$ cat src/rtl/inert_pkg.sv
// Shared types and command tables for the iNEMO sequencer.
package inert_pkg;

    typedef enum logic [2:0] {
        PWRUP,
        CFG_SND,
        CFG_WAIT,
        IDLE,
        RD_SND,
        RD_WAIT,
        VLD
    } state_t;

    localparam int CFG_N     = 4;
    localparam int RD_N      = 6;
    localparam int CFG_IDX_W = 2;
    localparam int IDX_W     = 3;

    // Packed tables: element 0 is the rightmost entry.
    localparam logic [CFG_N-1:0][15:0] CFG_CMD = {
        16'h1460, 16'h1162, 16'h1062, 16'h0D02
    };

    localparam logic [RD_N-1:0][15:0] RD_CMD = {
        16'hA700, 16'hA600, 16'hA500, 16'hA400, 16'hA300, 16'hA200
    };

endpackage

$ cat src/rtl/inert_if.sv
// Command/response handshake between the sequencer and SPI_mnrch.
interface inert_if;
    logic        snd;
    logic [15:0] cmd;
    logic        done;
    logic [15:0] resp;

    modport master (output snd, output cmd, input done, input resp);
    modport slave  (input snd, input cmd, output done, output resp);
endinterface

$ cat src/rtl/inert_sync.sv
// Two-flop synchronizer followed by an edge flop; rise pulses one cycle per low-to-high.
module inert_sync (
    input  logic clk,
    input  logic rst,
    input  logic a,
    output logic rise
);

    logic [2:0] sync_q, sync_d;

    always_comb begin
        sync_d = {sync_q[1:0], a};
    end

    always_ff @(posedge clk) begin
        if (rst) sync_q <= '0;
        else     sync_q <= sync_d;
    end

    assign rise = sync_q[1] & ~sync_q[2];

endmodule

$ cat src/rtl/inert_seq.sv
// iNEMO sequencer: power-up wait, config writes, then six-byte read burst per INT.
// Optional SPI_TMO_EN adds a per-transaction timeout that sets the sticky err flag.
module inert_seq
    import inert_pkg::*;
#(
    parameter int PWRUP_CYC = 65535,
    parameter int TMO_CYC   = 4095
) (
    input  logic        clk,
    input  logic        rst,
    input  logic        INT,
    inert_if.master     spi,
    output logic [15:0] ptch,
    output logic [15:0] roll,
    output logic [15:0] yaw,
    output logic        vld,
    output logic        cfg_done,
    output logic        err
);

    localparam int PW_W = $clog2(PWRUP_CYC + 1);

    state_t                 state_q, state_d;
    logic [IDX_W-1:0]       idx_q, idx_d;
    logic [PW_W-1:0]        pwr_q, pwr_d;
    logic                   pend_q, pend_d;
    logic                   done_q, done_d;
    logic                   snd_q, snd_d;
    logic [15:0]            cmd_q, cmd_d;
    logic [RD_N-1:0][7:0]   byte_q, byte_d;
    logic [15:0]            ptch_q, ptch_d, roll_q, roll_d, yaw_q, yaw_d;
    logic                   vld_q, vld_d;
    logic                   cfg_done_q, cfg_done_d;
    logic                   int_rise, done_rise;

    inert_sync u_int_sync (.clk(clk), .rst(rst), .a(INT), .rise(int_rise));

    assign done_d    = spi.done;
    assign done_rise = spi.done & ~done_q;

`ifdef SPI_TMO_EN
    localparam int TM_W = $clog2(TMO_CYC + 1);
    logic [TM_W-1:0] tmo_q, tmo_d;
    logic            err_q, err_d;
`endif

    always_comb begin
        state_d    = state_q;
        idx_d      = idx_q;
        pwr_d      = pwr_q;
        pend_d     = pend_q | (int_rise && state_q != IDLE);
        snd_d      = 1'b0;
        cmd_d      = cmd_q;
        byte_d     = byte_q;
        ptch_d     = ptch_q;
        roll_d     = roll_q;
        yaw_d      = yaw_q;
        vld_d      = 1'b0;
        cfg_done_d = cfg_done_q;

        case (state_q)
            PWRUP: begin
                if (pwr_q == '0) state_d = CFG_SND;
                else             pwr_d   = pwr_q - 1'b1;
            end
            CFG_SND: begin
                cmd_d   = CFG_CMD[idx_q[CFG_IDX_W-1:0]];
                snd_d   = 1'b1;
                state_d = CFG_WAIT;
            end
            CFG_WAIT: begin
                if (done_rise) begin
                    if (idx_q == IDX_W'(CFG_N - 1)) begin
                        cfg_done_d = 1'b1;
                        idx_d      = '0;
                        state_d    = IDLE;
                    end else begin
                        idx_d   = idx_q + 1'b1;
                        state_d = CFG_SND;
                    end
                end
            end
            IDLE: begin
                if (int_rise || pend_q) begin
                    pend_d  = 1'b0;
                    idx_d   = '0;
                    state_d = RD_SND;
                end
            end
            RD_SND: begin
                cmd_d   = RD_CMD[idx_q];
                snd_d   = 1'b1;
                state_d = RD_WAIT;
            end
            RD_WAIT: begin
                if (done_rise) begin
                    byte_d[idx_q] = spi.resp[7:0];
                    if (idx_q == IDX_W'(RD_N - 1)) begin
                        // yawH is still on resp this cycle; use it directly so vld lands 1 clk after the edge
                        ptch_d  = {byte_q[1], byte_q[0]};
                        roll_d  = {byte_q[3], byte_q[2]};
                        yaw_d   = {spi.resp[7:0], byte_q[4]};
                        vld_d   = 1'b1;
                        state_d = VLD;
                    end else begin
                        idx_d   = idx_q + 1'b1;
                        state_d = RD_SND;
                    end
                end
            end
            VLD: begin
                state_d = IDLE;
            end
            default: begin
                state_d = PWRUP;
            end
        endcase

`ifdef SPI_TMO_EN
        tmo_d = tmo_q;
        err_d = err_q;
        if (state_q == CFG_SND || state_q == RD_SND) begin
            tmo_d = TM_W'(TMO_CYC - 1);
        end else if ((state_q == CFG_WAIT || state_q == RD_WAIT) && !done_rise) begin
            if (tmo_q == '0) begin
                err_d   = 1'b1;
                idx_d   = '0;
                state_d = (state_q == CFG_WAIT) ? CFG_SND : IDLE;
            end else begin
                tmo_d = tmo_q - 1'b1;
            end
        end
`endif
    end

    always_ff @(posedge clk) begin
        if (rst) begin
            state_q    <= PWRUP;
            idx_q      <= '0;
            pwr_q      <= PW_W'(PWRUP_CYC - 1);
            pend_q     <= 1'b0;
            done_q     <= 1'b0;
            snd_q      <= 1'b0;
            cmd_q      <= '0;
            byte_q     <= '0;
            ptch_q     <= '0;
            roll_q     <= '0;
            yaw_q      <= '0;
            vld_q      <= 1'b0;
            cfg_done_q <= 1'b0;
        end else begin
            state_q    <= state_d;
            idx_q      <= idx_d;
            pwr_q      <= pwr_d;
            pend_q     <= pend_d;
            done_q     <= done_d;
            snd_q      <= snd_d;
            cmd_q      <= cmd_d;
            byte_q     <= byte_d;
            ptch_q     <= ptch_d;
            roll_q     <= roll_d;
            yaw_q      <= yaw_d;
            vld_q      <= vld_d;
            cfg_done_q <= cfg_done_d;
        end
    end

`ifdef SPI_TMO_EN
    always_ff @(posedge clk) begin
        if (rst) begin
            tmo_q <= '0;
            err_q <= 1'b0;
        end else begin
            tmo_q <= tmo_d;
            err_q <= err_d;
        end
    end
    assign err = err_q;
`else
    assign err = 1'b0;
`endif

    assign spi.snd  = snd_q;
    assign spi.cmd  = cmd_q;
    assign ptch     = ptch_q;
    assign roll     = roll_q;
    assign yaw      = yaw_q;
    assign vld      = vld_q;
    assign cfg_done = cfg_done_q;

endmodule

$ cat src/flat_wrapper.sv
// flat-port wrapper written by rule: the top's interface ports become plain ports
module inert_seq_flat import inert_pkg::*;
#(
    parameter int PWRUP_CYC = 65535,
    parameter int TMO_CYC   = 4095
)
  (clk, rst, INT, ptch, roll, yaw, vld, cfg_done, err, spi_snd, spi_cmd, spi_done, spi_resp);
  inert_if spi_i ();
  input  logic clk;
  input  logic rst;
  input  logic INT;
  output logic [15:0] ptch;
  output logic [15:0] roll;
  output logic [15:0] yaw;
  output logic vld;
  output logic cfg_done;
  output logic err;
  output wire logic [$bits(spi_i.snd)-1:0] spi_snd;
  output wire logic [$bits(spi_i.cmd)-1:0] spi_cmd;
  input wire logic [$bits(spi_i.done)-1:0] spi_done;
  input wire logic [$bits(spi_i.resp)-1:0] spi_resp;
  assign spi_snd = spi_i.snd;
  assign spi_cmd = spi_i.cmd;
  assign spi_i.done = spi_done;
  assign spi_i.resp = spi_resp;
  inert_seq #(.PWRUP_CYC(PWRUP_CYC), .TMO_CYC(TMO_CYC)) u_core (.clk(clk), .rst(rst), .INT(INT), .spi(spi_i), .ptch(ptch), .roll(roll), .yaw(yaw), .vld(vld), .cfg_done(cfg_done), .err(err));
endmodule
$ cat config.mk
export PLATFORM = sky130hd
export DESIGN_NAME = inert_seq_flat
export DESIGN_NICKNAME = d
export VERILOG_FILES = /design/src/rtl/inert_pkg.sv /design/src/rtl/inert_if.sv /design/src/rtl/inert_sync.sv /design/src/rtl/inert_seq.sv /design/src/flat_wrapper.sv
export SDC_FILE = /design/constraint.sdc
export NUM_CORES = 1
export LEC_CHECK = 0
export ABC_CLOCK_PERIOD_IN_PS = 3650
export BUFFER_PORTS_ARGS = -buffer_cell sky130_fd_sc_hd__buf_4
export CAP_MARGIN = 20
export CORE_ASPECT_RATIO = 0.8
export CORE_UTILIZATION = 40
export CTS_CLUSTER_DIAMETER = 120
export DETAILED_ROUTE_END_ITERATION = 10
export GPL_ROUTABILITY_DRIVEN = 0
export SETUP_SLACK_MARGIN = 0.1
export SLEW_MARGIN = 20
export SYNTH_ARGS = -nofsm -noshare
export SYNTH_HDL_FRONTEND = slang
export SYNTH_SLANG_ARGS = --single-unit
$ cat constraint.sdc
create_clock -name clk -period 3.65 [get_ports clk]
set_clock_uncertainty 0.15 [all_clocks]
set_input_delay 0.5475 -clock clk [delete_from_list [all_inputs] [get_ports clk]]
set_output_delay 0.5475 -clock clk [all_outputs]
set_load 0.005 [all_outputs]
==> impl_metrics.csv, run 1 <==
group,metric,value,unit
timing,setup_violations,0,
global_routing,grt-ovfl-total,0,
final_layout,drive_gt1_share,17.8,%
logic_synthesis,yosysWarnings,0,
global_routing,grt_pass1_wl,19100,um
critical_path,critPathKind,"flip-flop to flip-flop",
timing,rsz0062_at_grt,"no",
final_layout,mostFrequentLayoutCell,"dfxtp_1",
drt,wirelength,11500,um
logic_synthesis,ys_seq_elements,128,
worst_hold_path,min_path_type,"primary input to flip-flop",
drt,ant_nets,0,
timing,relSlewSlack,40.1,%
placement,dp.final_hpwl,7410,um
drt,dr.pass1.iters,4,
die,rows,36,
pwr,power.density,506,mW/mm2
clock_tree,numCtsBuffers,17,
final_layout,layout-area-overhead-vs-synth,22.7,%
clock_tree,clk-insertion-delay-late,0.40,ns
critical_path,crit_arrival,2.68,ns
timing,clock.fmax,389,MHz
logic_synthesis,synth-main-ff-cell,"dfxtp_1",
clock_tree,clock_sinks,128,
global_routing,grt_start_max_net_pins,81,
timing,fin_ws,1.08,ns
global_routing,grtUsageTotal,18.3,%
critical_path,crit_required,3.76,ns
timing,hold_viol,0,
die,initial_core_util,41.7,%
clock_tree,cts_root_buf,"clkbuf_16",
logic_synthesis,syn_avg_cell_area,8.91,um2
flow_run,drv_cap,0,
clock_tree,post_cts_resized,0,
placement,post-place-ws,1.10,ns
logic_synthesis,async_flop_share,0,%
clock_tree,cts_hold_buf,0,
final_layout,fin_util,51.2,%
die,core_area,0.0123,mm2
drt,vias_per_cell,4.85,
clock_tree,clock_path_buffers,2,
final_layout,layout_common_cells,"128 x dfxtp_1, 109 x nand2_1, 75 x buf_4",
logic_synthesis,syn_inst,578,
timing,finalCriticalPeriod,2.57,ns
clock_tree,cts_tree,"built",
logic_synthesis,yosysSeqAreaShare,49.7,%
clock_tree,post-cts-setup-buffer-count,0,
logic_synthesis,synth_cell_types,53,
run_status,outcome,"finished clean",
logic_synthesis,synth_edf_count,0,
logic_synthesis,syn_area,0.00515,mm2
pwr,leakagePower,0.00262,uW
global_routing,grt_pass1_vias,3731,
final_layout,diodes,0,
timing,final.period_utilization,70.4,%
pwr,ir_worst_vdd,0.000305,V
clock_tree,cts_htree_levels,4,
die,die_width,129,um
final_layout,nFillCells,1197,
timing,drv_slew,0,
drt,vias,3964,
drt,drt_iter0_drc,290,
timing,worst_pin_slew,0.898,ns
die,num_io_pins,88,
die,die_h,104,um
timing,setup-tns-final,0,ns
drt,post_drt_wl_per_cell,14.1,um
critical_path,crit_fanout,20,
final_layout,nNetsFinal,662,
critical_path,cp-end-kind,"flip-flop",
critical_path,start_kind,"flip-flop",
placement,port_buffers,72,
clock_tree,worst_setup_hold_path_clk_slew,0.06,ns
die,dieArea,0.0133,mm2
drt,drc,0,
global_routing,antenna_found_initial,0,
==> area by class of cell <==
cell class              instances  area (um2)  area share, %
flip-flops and latches        128        2560           40.5
multi-input cells             403        2350           37.2
repair buffers                 75         563           8.91
clock buffers                  20         457           7.23
well taps                     171         214           3.39
clock inverters                11         139           2.20
inverters                       9        33.8          0.535
==> kinds of logic (layout without fill, tap and decap cells) <==
kind of cell | Yosys count | in the layout | share of synthesized area [%]
adders and majority gates | 8 | 8 | 1.94
buffers and inverters | 53 | 115 | 5.05
AOI/OAI and AO/OA | 89 | 89 | 9.98
and+or+nand+nor | 247 | 247 | 23.3
other | 1 | 7 | 0.0728
muxes | 42 | 42 | 8.16
DFF | 128 | 128 | 49.7
xor gates and xnor gates | 10 | 10 | 1.70
==> metal layers <==
| layer | wire (um) | vias to the layer above | GRT usage, % |
|---|---|---|---|
| met5 | 0 | - | 0 |
| met4 | 38 | 0 | 6.05 |
| met2 | 5270 | 77 | 27.6 |
| met1 | 5710 | 1848 | 25.7 |
| met3 | 478 | 2 | 3.87 |
| li1 | - | 2037 | - |
==> Yosys cell counts, types with 2 or more instances <==
library cell,n,area (um2)
or4_1,4,30.0
nor2b_1,6,37.5
and4b_1,2,20.0
a2bb2oi_1,3,26.3
or3b_1,3,26.3
ha_1,8,100
clkbuf_1,21,78.8
a21oi_1,60,300
buf_4,13,97.6
nand4b_1,3,26.3
mux2i_1,42,420
nor4_4,2,42.5
nand3_1,6,30.0
dfxtp_1,128,2560
inv_1,9,33.8
or3_1,2,12.5
nand3b_1,4,30.0
a22oi_1,2,15.0
xor2_1,4,35.0
o21ai_0,12,60.1
xnor2_1,6,52.6
nand2b_1,12,75.1
nor2_1,69,259
nand2_1,109,409
nor3_1,7,35.0
a2111oi_0,2,17.5
nor4_2,2,25.0
buf_2,10,50.1
nor3b_1,2,15.0
nor4_1,2,12.5
==> sequential cells by signal, summed over array words and instances (netlist names), named ones only <==
| register | cells |
|---|---|
| u_core.byte_q | 40 |
| u_core.cfg_done | 1 |
| u_core.done_q | 1 |
| u_core.idx_q | 3 |
| u_core.pend_q | 1 |
| u_core.ptch | 16 |
| u_core.pwr_q | 16 |
| u_core.roll | 16 |
| u_core.spi.cmd | 7 |
| u_core.spi.snd | 1 |
| u_core.state_q | 3 |
| u_core.u_int_sync.sync_q | 3 |
| u_core.vld | 1 |
| u_core.yaw | 16 |
==> worst paths after layout <==
path | slack, ns | cells past startpoint | from | end
max | 1.08 | 5 | u_core.state_q[0] | u_core.byte_q[25]
max reg2reg | 1.08 | 5 | u_core.state_q[0] | u_core.byte_q[25]
min | 0.24 | 2 | spi_done | u_core.done_q
min reg2reg | 0.29 | 1 | u_core.u_int_sync.sync_q[0] | u_core.u_int_sync.sync_q[1]
==> per-stage QoR <==
| step | hold slack, ns | area, um2 | total power (uW) | std cells |
|---|---|---|---|---|
| floorplan | 0.264 | 5170 | 1500 | 584 |
| global placement | 0.271 | 5720 | 1530 | 786 |
| detailed placement | 0.284 | 5720 | 1530 | 786 |
| CTS | 0.230 | 6320 | 3230 | 817 |
| global route | 0.251 | 6320 | 3310 | 817 |
| finish | 0.239 | 6320 | 3200 | 817 |
==> where the power goes <==
part | internal [uW] | switching, uW
logic | 28.1 | 54.0
clock network | 1100 | 601
registers | 1410 | 7.83
total | 2540 | 663
==> worst max-delay path, stage by stage (launching register included) <==
cell and delay (ns):
dfxtp_1 0.74, nor2b_4 0.34, nand3_4 0.14, or4_1 0.72, mux2i_1 0.27, nor2_1 0.06
No activity file was read; power rests on OpenSTA's default activity.
==> run 2, diff against run 1 <==
--- a/config.mk
+++ b/config.mk
@@ -5,7 +5,7 @@
 export SDC_FILE = /design/constraint.sdc
 export NUM_CORES = 1
 export LEC_CHECK = 0
-export ABC_CLOCK_PERIOD_IN_PS = 3650
+export ABC_CLOCK_PERIOD_IN_PS = 2550
 export BUFFER_PORTS_ARGS = -buffer_cell sky130_fd_sc_hd__buf_4
 export CAP_MARGIN = 20
 export CORE_ASPECT_RATIO = 0.8
==> constraint.sdc (replaced) <==
create_clock -name clk -period 2.55 [get_ports clk]
set_clock_uncertainty 0.15 [all_clocks]
set_input_delay 0.3825 -clock clk [delete_from_list [all_inputs] [get_ports clk]]
set_output_delay 0.3825 -clock clk [all_outputs]
set_load 0.005 [all_outputs]
==> impl_metrics.csv, run 2 (same netlist as run 1, synthesis figures left out) <==
group,metric,value,unit
run_status,outcome,"finished clean",
final_layout,largest_reg_flops,40,
drt,drc,0,
die,die_h,104,um
drt,vias,4033,
die,rows,36,
flow_run,drv_cap,0,
die,initial_core_util,41.7,%
pwr,ir_worst_vdd,0.000460,V
die,die_width,129,um
pwr,power.switching,915,uW
pwr,power.density,691,mW/mm2
timing,hold_viol,0,
drt,post_drt_wl_per_cell,13.8,um
placement,port_buffers,72,
timing,rsz0062_at_grt,"no",
clock_tree,numCtsBuffers,17,
timing,setup-tns-final,0,ns
clock_tree,clock_sinks,128,
timing,finalCriticalPeriod,2.23,ns
global_routing,grtUsageTotal,18.0,%
pwr,seqPwrFrac,46.3,%
clock_tree,cts_tree,"built",
final_layout,layout-area-overhead-vs-synth,22.9,%
clock_tree,clock_path_buffers,2,
drt,ant_nets,0,
critical_path,cp-end-kind,"flip-flop",
critical_path,start_kind,"flip-flop",
clock_tree,cts_htree_levels,4,
critical_path,critPathKind,"flip-flop to flip-flop",
clock_tree,cts_root_buf,"clkbuf_16",
worst_hold_path,min_path_type,"primary input to flip-flop",
drt,drt_iter0_drc,323,
die,num_io_pins,88,
clock_tree,post_cts_resized,0,
critical_path,rrSetupSlack,0.32,ns
global_routing,met3_usage,4.55,%
global_routing,grt_use_met2,26.2,%
global_routing,grt_pass1_vias,3656,
final_layout,fin_cells,824,
global_routing,gr-usage-met1,25.4,%
global_routing,grt-ovfl-total,0,
drt,vias_per_cell,4.89,
timing,clock.fmax,448,MHz
global_routing,grt_pass1_wl,18500,um
timing,setup_violations,0,
global_routing,busiest_layer,"met2",
die,dieArea,0.0133,mm2
timing,fin_ws,0.320,ns
timing,worst_pin_slew,0.710,ns
pwr,leakagePower,0.00264,uW
clock_tree,cts_hold_buf,0,
global_routing,grt_start_max_net_pins,76,
placement,post-place-ws,0.345,ns
pwr,share_comb_of_total_power,2.8,%
placement,dp.final_hpwl,7490,um
pwr,p_int,3460,uW
timing,drv_slew,0,
pwr,p_total,4380,uW
pwr,switching_share,20.9,%
final_layout,drive_gt1_share,18.1,%
final_layout,diodes,0,
drt,dr.pass1.iters,5,
clock_tree,post-cts-setup-buffer-count,0,
critical_path,crit_fanout,14,
final_layout,mostFrequentLayoutCell,"dfxtp_1",
critical_path,crit_required,2.70,ns
clock_tree,worst_setup_hold_path_clk_slew,0.06,ns
timing,final.period_utilization,87.5,%
final_layout,nNetsFinal,669,
global_routing,antenna_found_initial,0,
drt,wirelength,11300,um
timing,holdWs,0.0389,ns
clock_tree,clk-insertion-delay-late,0.41,ns
final_layout,layout_common_cells,"128 x dfxtp_1, 109 x nand2_1, 81 x buf_4",
timing,relSlewSlack,52.7,%
pwr,clockPowerShare,50.9,%
critical_path,crit_arrival,2.38,ns
die,core_area,0.0123,mm2
final_layout,largest-register,"u_core.byte_q",
placement,dp_cells,793,
==> run 2: changes by cell type in the layout (fill, tap and decap cells not counted) <==
cell	delta
clkinv_2	-1
bufinv_16	-2
buf_12	+1
clkinvlp_4	-1
clkbuf_1	+4
buf_4	+6
clkinv_4	-1
clkbuf_8	+1
==> run 2: area by class of cell <==
class                      instances  area (um2)
fill                            1200        6010
sequential                       128        2560
multi-input combinational        403        2350
clock buffer                      25         485
tap                              171         214
clock inverter                     6        57.6
timing repair buffer              82         628
inverter                           9        33.8
==> run 2: final timing paths <==
| check | end | start | depth (start not counted) |
|---|---|---|---|
| worst max-delay path | flip-flop | u_core.state_q[2] | 6 |
| worst min-delay path | u_core.u_int_sync.sync_q[0] | INT | 2 |
| worst max register to register | flip-flop | u_core.state_q[2] | 6 |
| worst min register to register | u_core.u_int_sync.sync_q[1] | u_core.u_int_sync.sync_q[0] | 1 |
==> run 2: routing by layer <==
metal / share of wire, % / vias to the layer above
li1: - / 2051
met1: 51 / 1874
met2: 44 / 95
met3: 4.2 / 13
met4: 1.3 / 0
met5: 0 / -
==> run 2: per-stage QoR <==
stage          instance area (um2)  utilization (%)
2_1_floorplan                 5170                -
3_3_place_gp                  5790             46.9
3_5_place_dp                  5790             46.9
4_1_cts                       6330             51.3
5_1_grt                       6330             51.3
6_report                      6330             51.3
==> run 2: critical path, cell delays in order, from the launching register on <==
cell and delay [ns]:
dfxtp_1 0.62, buf_4 0.28, nand3b_1 0.14, o32ai_2 0.12, a211oi_2 0.41, mux2i_1 0.30, nand2_1 0.08
==> run 2: power groups by stage <==
| stage | clock network [uW] | logic [uW] | registers, uW |
|---|---|---|---|
| floorplan | 0 | 80.9 | 2060 |
| global placement | 0 | 120 | 2070 |
| detailed placement | 0 | 123 | 2070 |
| CTS | 2270 | 123 | 2020 |
| global route | 2380 | 135 | 2030 |
| finish | 2230 | 123 | 2030 |
